### src/rtl/serial_subtractor_pkg.sv
// Shared types and constants for the bit-serial subtractor.
package serial_subtractor_pkg;

   localparam int unsigned DEFAULT_WIDTH = 8;

   typedef enum logic [1:0] {
      ST_IDLE = 2'd0,
      ST_RUN  = 2'd1,
      ST_DONE = 2'd2
   } state_e;

endpackage : serial_subtractor_pkg

### src/rtl/fs_bit_cell.sv
// One-bit full subtractor: x - y - z producing difference d and borrow b.
module fs_bit_cell (
   input  logic x,
   input  logic y,
   input  logic z,
   output logic d,
   output logic b
);

   assign d = x ^ y ^ z;
   assign b = (~x & z) | (~x & y) | (y & z);

endmodule : fs_bit_cell

### src/rtl/serial_subtractor.sv
// Bit-serial unsigned subtractor: computes a-b LSB-first over WIDTH RUN cycles,
// then publishes diff/borrow_out with a one-cycle done pulse.
module serial_subtractor
   import serial_subtractor_pkg::*;
#(
   parameter int unsigned WIDTH = DEFAULT_WIDTH
) (
   input  logic             clk,
   input  logic             rst,
   input  logic             start,
   input  logic [WIDTH-1:0] a,
   input  logic [WIDTH-1:0] b,
   output logic             busy,
   output logic             done,
   output logic [WIDTH-1:0] diff,
   output logic             borrow_out
);

   localparam int unsigned   CW   = $clog2(WIDTH + 1);
   localparam logic [CW-1:0] LAST = CW'(WIDTH - 1);

   state_e            state_q;
   logic [WIDTH-1:0]  a_q;
   logic [WIDTH-1:0]  b_q;
   logic [WIDTH-2:0]  part_q;
   logic              borrow_q;
   logic [CW-1:0]     cnt_q;
   logic              busy_q;
   logic              done_q;
   logic [WIDTH-1:0]  diff_q;
   logic              bout_q;

   logic              bit_d;
   logic              borrow_d;
   logic [WIDTH-1:0]  part_d;

   fs_bit_cell u_cell (
      .x (a_q[0]),
      .y (b_q[0]),
      .z (borrow_q),
      .d (bit_d),
      .b (borrow_d)
   );

   // New bit enters at the MSB; the oldest partial bit falls off the bottom.
   assign part_d = {bit_d, part_q};

   always_ff @(posedge clk) begin
      if (rst) begin
         state_q  <= ST_IDLE;
         a_q      <= '0;
         b_q      <= '0;
         part_q   <= '0;
         borrow_q <= 1'b0;
         cnt_q    <= '0;
         busy_q   <= 1'b0;
         done_q   <= 1'b0;
         diff_q   <= '0;
         bout_q   <= 1'b0;
      end else begin
         done_q <= 1'b0;
         case (state_q)
            ST_IDLE: begin
               if (start) begin
                  a_q      <= a;
                  b_q      <= b;
                  part_q   <= '0;
                  borrow_q <= 1'b0;
                  cnt_q    <= '0;
                  busy_q   <= 1'b1;
                  state_q  <= ST_RUN;
               end
            end
            ST_RUN: begin
               a_q      <= a_q >> 1;
               b_q      <= b_q >> 1;
               part_q   <= part_d[WIDTH-1:1];
               borrow_q <= borrow_d;
               cnt_q    <= cnt_q + CW'(1);
               // Last bit: part_d already holds the complete difference.
               if (cnt_q == LAST) begin
                  state_q <= ST_DONE;
                  busy_q  <= 1'b0;
                  done_q  <= 1'b1;
                  diff_q  <= part_d;
                  bout_q  <= borrow_d;
               end
            end
            ST_DONE: begin
               state_q <= ST_IDLE;
            end
            default: begin
               state_q <= ST_IDLE;
               busy_q  <= 1'b0;
            end
         endcase
      end
   end

   assign busy       = busy_q;
   assign done       = done_q;
   assign diff       = diff_q;
   assign borrow_out = bout_q;

endmodule : serial_subtractor

### config.mk
export PLATFORM = sky130hd
export DESIGN_NAME = serial_subtractor
export DESIGN_NICKNAME = d
export VERILOG_FILES = /design/src/rtl/serial_subtractor_pkg.sv /design/src/rtl/fs_bit_cell.sv /design/src/rtl/serial_subtractor.sv
export SDC_FILE = /design/constraint.sdc
export NUM_CORES = 1
export LEC_CHECK = 0
export ABC_CLOCK_PERIOD_IN_PS = 1800
export CAP_MARGIN = 5
export CORE_ASPECT_RATIO = 0.75
export CORE_MARGIN = 2
export CORE_UTILIZATION = 51
export DETAILED_ROUTE_END_ITERATION = 12
export PLACE_DENSITY = 0.8
export SKIP_LAST_GASP = 1
export SYNTH_ARGS = -nofsm -noshare
export SYNTH_HDL_FRONTEND = slang
export SYNTH_SLANG_ARGS = --single-unit
### constraint.sdc
create_clock -name clk -period 1.8 [get_ports clk]
set_clock_uncertainty 0.05 [all_clocks]
set_input_delay 0.27 -clock clk [delete_from_list [all_inputs] [get_ports clk]]
set_output_delay 0.27 -clock clk [all_outputs]
set_load 0.02 [all_outputs]
After elaboration in Yosys (flattened, before gate mapping)
Cells that the tools add are included.

word-level totals
  register bits = 41
  input bits = 19
  output and inout port bits = 11
  logic and storage cells = 50

cells by class
  $add $sub $neg = 1
  equal/unequal tests = 5
  muxes and demuxes = 17
  bitwise operators = 10
  reduce and logical (&&, ||, !) cells = 7

operator list
  cell                   count
  $pmux W8 S2            2
  $mux W8                2
  $pmux W7 S2            1
  $pmux W4 S2            1
  $mux W7                1
  $reduce_and A2 Y1      3
  $add A4 B1 Y4 const B  1
  $eq A4 B3 Y1 const B   1
  $mux W1                4
  $mux W2                2
  $mux W4                1
  $ne A2 B2 Y1 const B   2
  $pmux W2 S2            1
  $and A1 B1 Y1          3
  $not A1 Y1             3
  $pmux W1 S3            1
  $reduce_and A3 Y1      1
  $eq A2 B1 Y1 const B   1
  $eq A2 B2 Y1 const B   1
  $logic_not A2 Y1       1
  $or A1 B1 Y1           2
  $pmux W1 S2            1
  $reduce_bool A2 Y1     1
  $reduce_or A2 Y1       1
  $xor A1 B1 Y1          2

Logic depth before layout (Yosys ltp)
Gate-level depths: netlist of the first run.

  word-level depth = 5
  depth in mapped cells = 6

Modules after synthesis
From an unflattened synthesis of the first run, not the netlist that was laid out.

unflattened totals
  cell total of the unflattened synthesis = 213
  area total of the unflattened synthesis = 1843.0 um^2

modules (own cells, without submodules)
  module             instances  cells each  area each (um^2)  sequential area each (um^2)
  serial_subtractor  1          210         1815.5            820.8
  fs_bit_cell        1          3           27.5              0.0

Least setup slack after synthesis of the first run
Ideal clock, no wire load.

  path type = reg-to-reg
  from = register cnt_q[0]
  to = register diff_q[7], in the netlist diff[7]
  library setup time = 0.079 ns
  data arrival time = 1.221 ns
  required time = 1.671 ns
  setup slack = 0.450 ns
  stages on the path, launching flop included = 6
  buffers on the path = 1
  cell sequence = dfxtp_1 > ha_1 > and3b_1 > buf_2 > and2_1 > a211oi_2

between the ends
  longest elaborated chain between the ends = 2

ends and longest elaborated chain
  what                                RTL line                 text
  from (decl)                         serial_subtractor.sv:27  logic [CW-1:0] cnt_q;
  from (signal assigned)              serial_subtractor.sv:79  cnt_q <= cnt_q + CW'(1);
  $eq A4 B3 Y1                        serial_subtractor.sv:81  if (cnt_q == LAST) begin
  $reduce_and A2 Y1 (no source line)  --
  to (signal assigned)                serial_subtractor.sv:85  diff_q <= part_d;
  to (decl)                           serial_subtractor.sv:30  logic [WIDTH-1:0] diff_q;

Every way passes these cells.
A chain may end at the register's enable or synchronous reset.

Final worst setup path of the first run
  from = register state_q[0]
  to = register cnt_q[3]

between the ends
  longest elaborated chain between the ends = 3
  elaborated cells on any way between the ends = 6
  classes of those cells = 2 x eq/ne; 1 x mux; 3 x reduce/logical

ends and longest elaborated chain
  what                                                                        RTL line                 text
  from (decl)                                                                 serial_subtractor.sv:22  state_e state_q;
  from (signal assigned)                                                      serial_subtractor.sv:50  state_q <= ST_IDLE;
  from (signal assigned)                                                      serial_subtractor.sv:71  state_q <= ST_RUN;
  from (signal assigned)                                                      serial_subtractor.sv:82  state_q <= ST_DONE;
  $eq A2 B1 Y1 / $logic_not A2 Y1 (equally long branches)                     serial_subtractor.sv:62  case (state_q)
  $reduce_bool A2 Y1 (no source line) / $ne A2 B2 Y1 (equally long branches)  --
  $reduce_and A2 Y1 (no source line)                                          --

Parallel ways exist; a longest one is shown, timed or not.

==> metrics.md, run 1 <==
| Metric | Value |
|---|---|
| Max-cap check violation count | 0 |
| Number of nets with antenna violations after routing | 0 |
| First-pass GRT wire length | about 6100 um |
| Pwr Density | 831.3 nW/um^2 |
| Mapped Avg Cell Area | around 9.5 um^2 |
| Hold depth | 2 |
| Register area share after synthesis | 0.4699 |
| Worst r2r path cells | 4 |
| Reg area | 820.8 um^2 |
| Sw frac | 0.2530 |
| Vias in the first global route | around 1,300 |
| Core footprint | around 3300 um^2 |
| Sequential share of power | 0.550 |
| WL met3 | 170 um |
| Slew margin rel. | 0.6837 |
| CP Data Arrival Time | 1760 ps |
| Area after DPL | 2048 um^2 |
| Wl on met1 | approximately 1800 um |
| CTS tree | yes |
| Status | finished clean |
| Vias | between 1,000 and 1,500 |
| P_int | 1323 uW |
| Worst hold start | part_q[0]$_SDFFE_PP0P_ |
| RSZ-0062 raised after global routing | false |
| Final Instance Area | 2131 um^2 |
| Area Overhead vs Synth | 21.99% |
| Clock share of power | 0.325 |
| Cell variety after synth | 36 |
| Yosys warning total | 0 |
| Setup Fix Bufs, Post-CTS | 0 |
| Fill cell count | 248 |
| Deepest clock path buffer count | 2 |
| Layout Utilization | 0.6480 |
| DP HPWL | around 2700 um |
| CP required | 1980 ps |
| Port bufs | 29 |
| Initial core utilization | 0.5312 |
| Num ports | 30 |
| Critical path launch point | state_q[0]$_SDFFE_PP0P_ |
| Clk sinks | roughly 40 |
| Post-Route WL | 3860 um |
| Number of enable flip-flop cells after synthesis | 0 |
| Multi-input gate area | 810.8 um^2 |
| Antenna cells | 0 |
| Async SR Flop Fraction | 0 |
| Critical path launch point type | flip-flop |
| Vert. Die Dim | 54.68 um |
| Net Count, Synth | 204 |
| Vias per cell | between 5 and 6 |
| Die area | 3914 um^2 |
| Layout Nets | 231 |
| Peak supply drop | 549.5 uV |
| Hold-fix buffers, CTS | 0 |
| Clock Latency Late Sink | 300 ps |
| Setup TNS | 0 ps |
| Die width | roughly 72 um |
| Seq cells post-synth | 41 |
| Initial antenna violation count | 0 |
| Row Count | 18 |
| Worst-margin pin slew | 474.0 ps |
| Critical path type | reg -> reg |
| Fin. Hold Viols | 0 |
| GPL Wtd Cong | 0.7679 |
| Setup violations, final | 0 |
| Share of layout cells above drive strength 1 | 0.1280 |
| Syn Inst Count | between 150 and 200 |
| CP Capture Type | flip-flop |
| H-tree levels | 2 |
| Worst reg2reg path startpoint | state_q[0]$_SDFFE_PP0P_ |
| CP max FO | 10 |
| Main synth FF type | dfxtp_1 |
| Post-cts sizing count | 0 |
| Max-slew violation count | 0 |
| Router iterations before antenna repair | 4 |
| Comb power frac | 0.126 |
| Largest net degree at the start of global routing | 42 |
| Fin crit period | 1585 ps |
| Met2 wire length | 1825 um |
| TritonCTS Buffers | 5 |
| Total gr overflow | 0 |
| Sw Pwr | around 450 uW |
| Clk pin slew, worst setup/hold paths | 80 ps |
| Synthesized area | 1747 um^2 |
| Root buf cell | clkbuf_8 |
| Final critical-path share of the clock period | 0.8807 |
| FMAX | between 600 and 700 MHz |
| DR top layer | met4 |
| Total GRT Usage | 0.2080 |
| Starting DRT DRC Count | 143 |
| Static Leakage | 0.0007927 uW |
| # DRC | 0 |
| Min-delay worst type | reg -> reg |
| Wire per inst | 15.38 um |
-- per-layer routing --
metal	up-vias	track usage
li1	719	-
met1	702	0.2757
met2	40	0.3179
met3	9	0.05709
met4	0	0.1006
met5	-	0
-- synthesized netlist by cell type, types with 2 or more instances --
master | number | area share
a211oi_1 | 14 | 0.060
a21bo_2 | 7 | 0.040
a21oi_1 | 9 | 0.026
a22oi_1 | 10 | 0.043
buf_2 | 5 | 0.014
buf_4 | 2 | 0.0086
buf_6 | 4 | 0.026
clkbuf_1 | 5 | 0.011
dfxtp_1 | 41 | 0.47
inv_1 | 3 | 0.0064
nand2b_1 | 2 | 0.0072
nand3_1 | 10 | 0.029
nor2_1 | 34 | 0.073
nor2b_1 | 2 | 0.0072
nor3_1 | 2 | 0.0057
o22ai_1 | 6 | 0.021
o2bb2ai_1 | 8 | 0.040
-- cells in the final DEF (no fill, tap or decap) --
| cell | Yosys | final |
|---|---|---|
| clkinv_2 | 0 | 2 |
| nor2_1 | 34 | 34 |
| and3b_1 | 1 | 1 |
| clkbuf_8 | 0 | 5 |
| nor3b_2 | 1 | 1 |
| nand2b_1 | 2 | 2 |
| o21ba_2 | 1 | 1 |
| a221oi_1 | 1 | 1 |
| a31oi_1 | 1 | 1 |
| a211oi_1 | 14 | 14 |
| or3_1 | 1 | 1 |
| a21oi_2 | 1 | 1 |
| o21bai_4 | 1 | 1 |
| a21bo_1 | 1 | 1 |
| fa_1 | 1 | 1 |
| o21a_1 | 1 | 1 |
| nor2b_4 | 1 | 1 |
| o2bb2ai_1 | 8 | 8 |
| ha_1 | 1 | 1 |
| o22ai_1 | 6 | 6 |
| buf_4 | 2 | 6 |
| mux2i_1 | 1 | 1 |
| nor2b_1 | 2 | 2 |
| nand2_1 | 1 | 1 |
| a22oi_1 | 10 | 10 |
| clkbuf_1 | 5 | 1 |
| nor3_1 | 2 | 2 |
| and2_1 | 1 | 1 |
| a211oi_2 | 1 | 1 |
| nand3_1 | 10 | 10 |
| a21bo_2 | 7 | 7 |
| inv_1 | 3 | 3 |
| o211a_1 | 1 | 1 |
| clkdlybuf4s50_1 | 0 | 29 |
| buf_12 | 0 | 1 |
| a21oi_1 | 9 | 9 |
| a2bb2oi_1 | 1 | 1 |
| dfxtp_1 | 41 | 41 |
-- worst max-delay path, stage by stage (launching register included) --
cell,delay [ps]
dfxtp_1,530
buf_4,250
nand2b_1,130
or3_1,370
a31oi_1,180
-- cell type report --
cell class,instances,share of cell area
Timing Repair Buffer,36,0.1668
Sequential cell,41,0.3852
Inverter,3,0.005285
Multi-Input combinational cell,123,0.3805
Clock inverter,2,0.004698
Tap cell,40,0.02349
Clock buffer,6,0.03406
-- power groups by stage --
stage,combinational (uW),sequential (uW),clock [uW]
floorplan,149,986,0
global placement,210,990,0
detailed placement,220,994,0
CTS,222,973,584
global route,242,978,624
finish,223,974,575
-- flip-flops by register name, summed over array words and instances, names as in the netlist --
signal	cells
done	1
cnt_q	4
borrow_q	1
diff	8
b_q	8
state_q	2
a_q	8
busy	1
part_q	7
borrow_out	1
-- logic make-up after synthesis --
| group | synth area share |
|---|---|
| AO/OA/AOI/OAI | 0.2887 |
| adder cells (fa/ha/maj) | 0.01862 |
| flip-flops | 0.4699 |
| multiplexers | 0.005731 |
| AND/OR/NAND/NOR | 0.1511 |
| buffers and inverters | 0.06590 |
-- final timing paths --
kind	endpoint	slack (ps)
worst min register to register	diff[0]$_SDFFE_PP0P_	440
worst max-delay path	cnt_q[3]$_SDFFE_PP0P_	210
worst max register to register	cnt_q[3]$_SDFFE_PP0P_	210
worst min-delay path	diff[0]$_SDFFE_PP0P_	440
-- stage by stage --
step	worst slack [ps]	hold slack (ps)	power, uW	std cells
after floorplan	450.0	291.6	1135	183
after global placement	189.8	415.9	1200	243
after detailed placement	97.67	419.8	1214	243
after CTS	226.4	429.6	1779	251
after global routing	144.4	467.4	1844	251
final	214.7	437.1	1771	251
Note: power is estimated with default switching activity, not from simulation.
==> inputs of run 2 (changes only) <==
--- a/config.mk
+++ b/config.mk
@@ -5,14 +5,15 @@
 export SDC_FILE = /design/constraint.sdc
 export NUM_CORES = 1
 export LEC_CHECK = 0
-export ABC_CLOCK_PERIOD_IN_PS = 1800
+export ABC_CLOCK_PERIOD_IN_PS = 1650
 export CAP_MARGIN = 5
 export CORE_ASPECT_RATIO = 0.75
 export CORE_MARGIN = 2
-export CORE_UTILIZATION = 51
+export CORE_UTILIZATION = 52
 export DETAILED_ROUTE_END_ITERATION = 12
-export PLACE_DENSITY = 0.8
+export PLACE_DENSITY = 0.81
 export SKIP_LAST_GASP = 1
 export SYNTH_ARGS = -nofsm -noshare
 export SYNTH_HDL_FRONTEND = slang
+export SYNTH_HIERARCHICAL = 1
 export SYNTH_SLANG_ARGS = --single-unit
==> constraint.sdc (replaced) <==
create_clock -name clk -period 1.65 [get_ports clk]
set_clock_uncertainty 0.05 [all_clocks]
set_input_delay 0.2475 -clock clk [delete_from_list [all_inputs] [get_ports clk]]
set_output_delay 0.2475 -clock clk [all_outputs]
set_load 0.02 [all_outputs]
==> run 2 against run 1 <==
  * Design area is 9.5% higher
  * Largest power group unchanged
  * Register-to-register slack worse by 40 ps
  * Critical path depth is 3 lower
  * Highest routed layer unchanged
  * Critical path type is now reg -> out
  * Hold slack worse by 15 ps
  * Area after synthesis is 5.5% higher
  * Setup slack worse by 140 ps
==> metrics.md, run 2 <==
| Metric | Value |
|---|---|
| Vias in the first global route | 1,497 (was 1,303) |
| Deepest clock path buffer count | 2 (unchanged) |
| H-tree levels | 2 (unchanged) |
| Layout Nets | 264 (was 231) |
| Setup violations, final | 0 (unchanged) |
| Total gr overflow | 0 (unchanged) |
| FMAX | 633.1 MHz |
| Router iterations before antenna repair | 4 (unchanged) |
| Worst reg2reg path startpoint | state_q[0]$_SDFFE_PP0P_ (unchanged) |
| Sw Pwr | 521.9 uW (was 448.1 uW) |
| Initial antenna violation count | 0 (unchanged) |
| Cell variety after synth | 31 (was 36) |
| CP max FO | 2 (was 10) |
| Commonest non-fill, non-tap cell in the layout | dfxtp_1 (unchanged) |
| Fin crit period | 1580 ps |
| Vias | 1,653 (was 1,470) |
| CP peak stage delay | 620 ps (was 530 ps) |
| Vias per cell | 5.820 (was 5.857) |
| Mapped Avg Cell Area | 8.653 um^2 (was 9.545 um^2) |
| Num ports | 30 (unchanged) |
| Total GRT Usage | 0.2128 (was 0.2080) |
| # DRC | 0 (unchanged) |
| CP delay by family, top | buffers and inverters (was flip-flops) |
| Sw frac | 0.2385 (was 0.2530) |
| Setup Fix Bufs, Post-CTS | 0 (unchanged) |
| Most frequent cells in the layout | dfxtp_1, a21oi_1, nor2_1, clkdlybuf4s50_1, inv_1 (was dfxtp_1, nor2_1, clkdlybuf4s50_1, a211oi_1) |
| Max-slew violation count | 0 (unchanged) |
| Sequential share of power | 0.488 (was 0.550) |
| First-pass GRT wire length | 6748 um (was 6106 um) |
| Row Count | 18 (unchanged) |
| Slew margin rel. | 0.7048 (was 0.6837) |
| RSZ-0062 raised after global routing | false (unchanged) |
| Peak supply drop | 855.3 uV (was 549.5 uV) |
| Clk sinks | 41 (unchanged) |
| Yosys warning total | 6 (was 0) |
| Leading area contributor after synthesis | dfxtp_1 (unchanged) |
| CP required | 1350 ps (was 1980 ps) |
| Clk pin slew, worst setup/hold paths | 80 ps (about the same) |
| Main synth FF type | dfxtp_1 (unchanged) |
| Initial core utilization | 0.5529 (was 0.5312) |
| Status | finished clean (unchanged) |
| Max-cap check violation count | 0 (unchanged) |
| Die area | 4041 um^2 (was 3914 um^2) |
| Min-delay worst type | reg -> reg (unchanged) |
| Critical-path top delay cell | clkdlybuf4s50_1 (was dfxtp_1) |
| CP Capture Type | primary output (was flip-flop) |
| Share of layout cells above drive strength 1 | 0.1475 (was 0.1280) |
| Pwr Density | 938.4 nW/um^2 (was 831.3 nW/um^2) |
| Die width | 72.75 um (was 71.58 um) |
| Critical path type | reg -> out (was reg -> reg) |
| Area Overhead vs Synth | 26.54% (was 21.99%) |
| Clock Latency Late Sink | 300 ps (about the same) |
| Worst hold start | diff[0]$_SDFFE_PP0P_ (was part_q[0]$_SDFFE_PP0P_) |
| Syn Inst Count | 213 (was 183) |
| DP HPWL | 2685 um (was 2708 um) |
| Comb power frac | 0.123 (was 0.126) |
| Cells along the critical path | clkdlybuf4s50_1 (was buf_4, nand2b_1, or3_1, a31oi_1) |
| Number of enable flip-flop cells after synthesis | 0 (unchanged) |
| CP Data Arrival Time | 1280 ps (was 1760 ps) |
| P_int | 1667 uW (was 1323 uW) |
| Critical path launch point | diff[4]$_SDFFE_PP0P_ (was state_q[0]$_SDFFE_PP0P_) |
| TritonCTS Buffers | 5 (unchanged) |
| Number of nets with antenna violations after routing | 0 (unchanged) |
| Commonest cells post-synth | dfxtp_1, a21oi_1, nor2_1, inv_1, a22oi_1 (was dfxtp_1, nor2_1, a211oi_1, a22oi_1, nand3_1) |
| Post-Route WL | 4020 um (was 3860 um) |
| Starting DRT DRC Count | 140 (was 143) |
| Core footprint | 3333 um^2 (was 3288 um^2) |
| Root buf cell | clkbuf_8 (unchanged) |
| Synth top area share | 0.4453 (was 0.4699) |
| Critical path launch point type | flip-flop (unchanged) |
| Register area share after synthesis | 0.4453 (was 0.4699) |
| Antenna cells | 0 (unchanged) |
| Port bufs | 29 (unchanged) |
| Vert. Die Dim | 55.56 um (was 54.68 um) |
| Largest net degree at the start of global routing | 42 (unchanged) |
| Final critical-path share of the clock period | 0.9573 |
| Worst path bufs/invs | 1 (unchanged) |
| Placed cell count | 276 (was 243) |
| Post-cts sizing count | 0 (unchanged) |
| Setup TNS | 0 ps (unchanged) |
| Most frequent cell after synthesis | dfxtp_1 (unchanged) |
| Synth top area cells | dfxtp_1, a21oi_1, o221a_2 (was dfxtp_1, nor2_1, a211oi_1) |
| Fin. Hold Viols | 0 (unchanged) |
| Final cell count without fillers | 284 (was 251) |
| Clock share of power | 0.389 (was 0.325) |
| Hold-fix buffers, CTS | 0 (unchanged) |
| Seq cells post-synth | 41 (unchanged) |
| Static Leakage | 0.0008917 uW (was 0.0007927 uW) |
| GPL Wtd Cong | 0.7545 (was 0.7679) |
| Worst-margin pin slew | 441.7 ps (was 474.0 ps) |
| Net Count, Synth | 234 (was 204) |
| Async SR Flop Fraction | 0 (unchanged) |
| Wire per inst | 14.15 um (was 15.38 um) |
| Synthesized area | 1843 um^2 (was 1747 um^2) |
| CTS tree | yes (unchanged) |
## run 2: cell count changes after synthesis, sizes merged, moves of 5 or more
cell / change
a211oi: -14
a21bo: -8
a21oi: +22
clkbuf: +6
inv: +13
nor2: -5
o221a: +12
o22a: +5
o22ai: -6
o2bb2ai: -8
o31ai: +9
## run 2: final timing paths
path,endpoint,slack [ps],cells past startpoint
worst min-delay path,diff[0]$_SDFFE_PP0P_,420,2
worst max register to register,cnt_q[3]$_SDFFE_PP0P_,170,3
worst max-delay path,diff[4],70,1
worst min register to register,diff[0]$_SDFFE_PP0P_,420,2
## run 2: final cells by class
class                           count  area [um^2]
Fill cell                         269         1001
Multi-Input combinational cell    135        853.3
Sequential cell                    41        820.8
Timing Repair Buffer               44        427.9
Clock buffer                        6        82.58
Inverter                           16        60.06
Tap cell                           40        50.05
Clock inverter                      2        37.54
## run 2: power by group through the flow
stage          clock network [uW]  registers [uW]  logic [uW]
2_1_floorplan                   0            1080         171
3_3_place_gp                    0            1090         264
3_5_place_dp                    0            1090         270
4_1_cts                       866            1070         270
5_1_grt                       897            1070         299
6_report                      851            1070         269
## run 2: layer usage
layer  share of wire  GRT usage
met1            0.49     0.3001
met2            0.44     0.3078
met3           0.055    0.04927
met4           0.012    0.09524
met5               0          0
## run 2: worst register-to-register path, delay by kind of cell (launching register included)
family	cells	cell delay, ps
and+or+nand+nor	2	650
DFF	1	520
AOI/OAI and AO/OA	1	170
## run 2: logic make-up after synthesis
group / Yosys count / share of synthesized area
adder cells (fa/ha/maj): 2 / 0.01765
flip-flops: 41 / 0.4454
AND/OR/NAND/NOR: 55 / 0.1419
multiplexers: 1 / 0.005431
AO/OA/AOI/OAI: 77 / 0.2980
buffers and inverters: 37 / 0.09165
## run 2: per-stage QoR
stage / utilization / hold slack, ps / setup WS, ps / power (uW) / area (um^2)
2_1_floorplan: - / 345.8 / 351.8 / 1254 / 1843
3_3_place_gp: 0.6637 / 407.3 / -1.035 / 1354 / 2212
3_5_place_dp: 0.6637 / 411.9 / -42.85 / 1360 / 2212
4_1_cts: 0.6997 / 425.3 / 57.35 / 2203 / 2332
5_1_grt: 0.6997 / 445.2 / 40.81 / 2269 / 2332
6_report: 0.6997 / 422.5 / 70.47 / 2188 / 2332
==> inputs of run 3 (changes only) <==
--- a/config.mk
+++ b/config.mk
@@ -9,9 +9,10 @@
 export CAP_MARGIN = 5
 export CORE_ASPECT_RATIO = 0.75
 export CORE_MARGIN = 2
-export CORE_UTILIZATION = 52
+export CORE_UTILIZATION = 40
 export DETAILED_ROUTE_END_ITERATION = 12
-export PLACE_DENSITY = 0.81
+export GPL_ROUTABILITY_DRIVEN = 0
+export PLACE_DENSITY = 0.66
 export SKIP_LAST_GASP = 1
 export SYNTH_ARGS = -nofsm -noshare
 export SYNTH_HDL_FRONTEND = slang
==> run 3 against run 2 <==
  * Power fell by 2.9%
  * Largest power group unchanged
  * Die area is 28% higher
  * Setup slack improved by 23 ps
==> metrics.md, run 3 (synthesis gave the netlist of run 2 again) <==
| Metric | Value |
|---|---|
| # DRC | 0 (unchanged) |
| Post-cts sizing count | 0 (unchanged) |
| Clk sinks | 41 (unchanged) |
| Starting DRT DRC Count | 125 (was 140) |
| Clock Latency Late Sink | 300 ps (about the same) |
| Critical Path Stages | 1 (unchanged) |
| H-tree levels | 2 (unchanged) |
| Vias | 1,635 (was 1,653) |
| Largest net degree at the start of global routing | 42 (unchanged) |
| Clk pin slew, worst setup/hold paths | 80 ps (about the same) |
| RSZ-0062 raised after global routing | false (unchanged) |
| Status | finished clean (unchanged) |
| TritonCTS Buffers | 5 (unchanged) |
| Area Overhead vs Synth | 25.32% (was 26.54%) |
| Critical-path top delay cell | clkdlybuf4s50_1 (unchanged) |
| Initial core utilization | 0.4150 (was 0.5529) |
| Setup Fix Bufs, Post-CTS | 0 (unchanged) |
| Vias in the first global route | 1,449 (was 1,497) |
| Initial antenna violation count | 0 (unchanged) |
| Pwr Density | 920.1 nW/um^2 (was 938.4 nW/um^2) |
| Num ports | 30 (unchanged) |
| Die width | 82.38 um (was 72.75 um) |
| Worst reg-to-reg setup slack | 180 ps (was 170 ps) |
| Layout Nets | 262 (was 264) |
| P_int | 1607 uW (was 1667 uW) |
| CP max FO | 2 (unchanged) |
| CP Data Arrival Time | 1260 ps (was 1280 ps) |
| Deepest clock path buffer count | 2 (unchanged) |
| Core footprint | 4441 um^2 (was 3333 um^2) |
| Worst-margin pin slew | 437.4 ps (was 441.7 ps) |
| Vias per cell | 5.487 (was 5.820) |
| Commonest non-fill, non-tap cell in the layout | dfxtp_1 (unchanged) |
| Port bufs | 29 (unchanged) |
| Post-Route WL | 4202 um (was 4020 um) |
| Sequential share of power | 0.503 (was 0.488) |
| CP peak stage delay | 610 ps (was 620 ps) |
| CTS tree | yes (unchanged) |
| Most frequent cells in the layout | dfxtp_1, a21oi_1, nor2_1, clkdlybuf4s50_1, inv_1 (unchanged) |
| Worst reg2reg path startpoint | cnt_q[0]$_SDFFE_PP0P_ (was state_q[0]$_SDFFE_PP0P_) |
| Worst hold start | diff[5]$_SDFFE_PP0P_ (was diff[0]$_SDFFE_PP0P_) |
| Final critical-path share of the clock period | 0.9434 (was 0.9573) |
| Clock share of power | 0.373 (was 0.389) |
| Slew margin rel. | 0.7077 (was 0.7048) |
| Static Leakage | 0.0008747 uW (was 0.0008917 uW) |
| Antenna cells | 0 (unchanged) |
| Row Count | 21 (was 18) |
| Worst Setup EP | diff[4] (unchanged) |
| Worst r2r path cells | 4 (was 3) |
| Setup violations, final | 0 (unchanged) |
| Total gr overflow | 0 (unchanged) |
| Hold-fix buffers, CTS | 0 (unchanged) |
| CP required | 1350 ps (about the same) |
| FMAX | 642.4 MHz (was 633.1 MHz) |
| CP Capture Type | primary output (unchanged) |
| Number of nets with antenna violations after routing | 0 (unchanged) |
| Min-delay worst type | reg -> reg (unchanged) |
| Layout Utilization | 0.5201 (was 0.6997) |
| Die area | 5172 um^2 (was 4041 um^2) |
| Peak supply drop | 426.2 uV (was 855.3 uV) |
| Critical path launch point | diff[4]$_SDFFE_PP0P_ (unchanged) |
| Critical path type | reg -> out (unchanged) |
| Router iterations before antenna repair | 4 (unchanged) |
| Overall Power | 2125 uW (was 2188 uW) |
| Vert. Die Dim | 62.79 um (was 55.56 um) |
| Crit Reg-Reg Endpoint | diff[3]$_SDFFE_PP0P_ (was cnt_q[3]$_SDFFE_PP0P_) |
| Sw Pwr | 517.7 uW (was 521.9 uW) |
| Sw frac | 0.2436 (was 0.2385) |
| Wire per inst | 14.10 um (was 14.15 um) |
| Root buf cell | clkbuf_8 (unchanged) |
| Worst path bufs/invs | 1 (unchanged) |
| CP delay by family, top | buffers and inverters (unchanged) |
| Fin. Hold Viols | 0 (unchanged) |
| Critical path launch point type | flip-flop (unchanged) |
| Comb power frac | 0.124 (was 0.123) |
| DP HPWL | 2669 um (was 2685 um) |
| Cells along the critical path | clkdlybuf4s50_1 (unchanged) |
| Max-slew violation count | 0 (unchanged) |
| Max-cap check violation count | 0 (unchanged) |
| First-pass GRT wire length | 6934 um (was 6748 um) |
| Fin crit period | 1557 ps (was 1580 ps) |
| Setup TNS | 0 ps (unchanged) |
| Total GRT Usage | 0.1768 (was 0.2128) |
| Share of layout cells above drive strength 1 | 0.1369 (was 0.1475) |
-- run 3: metrics by stage --
step	cell area (um^2)	cells	worst slack, ps	hold slack [ps]
6_report	2310	298	93.43	419.1
2_1_floorplan	1843	213	351.8	345.8
5_1_grt	2310	298	15.22	437.8
3_5_place_dp	2206	291	26.59	411.5
3_3_place_gp	2206	291	70.68	408.4
4_1_cts	2310	298	82.68	422.7
-- run 3: power by group through the flow --
stage	Combinational, uW	Sequential, uW	Clock, uW
6_report	264	1070	792
5_1_grt	295	1070	855
3_3_place_gp	259	1090	0
4_1_cts	265	1070	810
3_5_place_dp	264	1090	0
2_1_floorplan	171	1080	0
-- run 3: layout make-up --
type / instances / area [um^2]
clock buffers: 5 / 68.82
clock inverters: 2 / 35.03
fillers: 426 / 2131
inverters: 16 / 60.06
multi-input cells: 135 / 853.3
flip-flops and latches: 41 / 820.8
well taps: 57 / 71.32
repair buffers: 42 / 400.4
-- run 3: layer usage --
| metal | share of wire | vias to the layer above | track usage |
|---|---|---|---|
| li1 | - | 811 | - |
| met1 | 0.52 | 780 | 0.2592 |
| met2 | 0.42 | 37 | 0.2359 |
| met3 | 0.047 | 7 | 0.06214 |
| met4 | 0.015 | 0 | 0.06250 |
| met5 | 0 | - | 0 |
-- run 3: worst min-delay path by stage --
stage                      endpoint  slack (ps)  depth (start not counted)
2_1_floorplan   a_q[7]$_SDFFE_PP0P_         350                          2
6_report       diff[5]$_SDFFE_PP0P_         420                          2
3_5_place_dp   diff[0]$_SDFFE_PP0P_         410                          2
3_3_place_gp   diff[3]$_SDFFE_PP0P_         410                          2
5_1_grt        diff[7]$_SDFFE_PP0P_         440                          2
4_1_cts        diff[5]$_SDFFE_PP0P_         420                          2
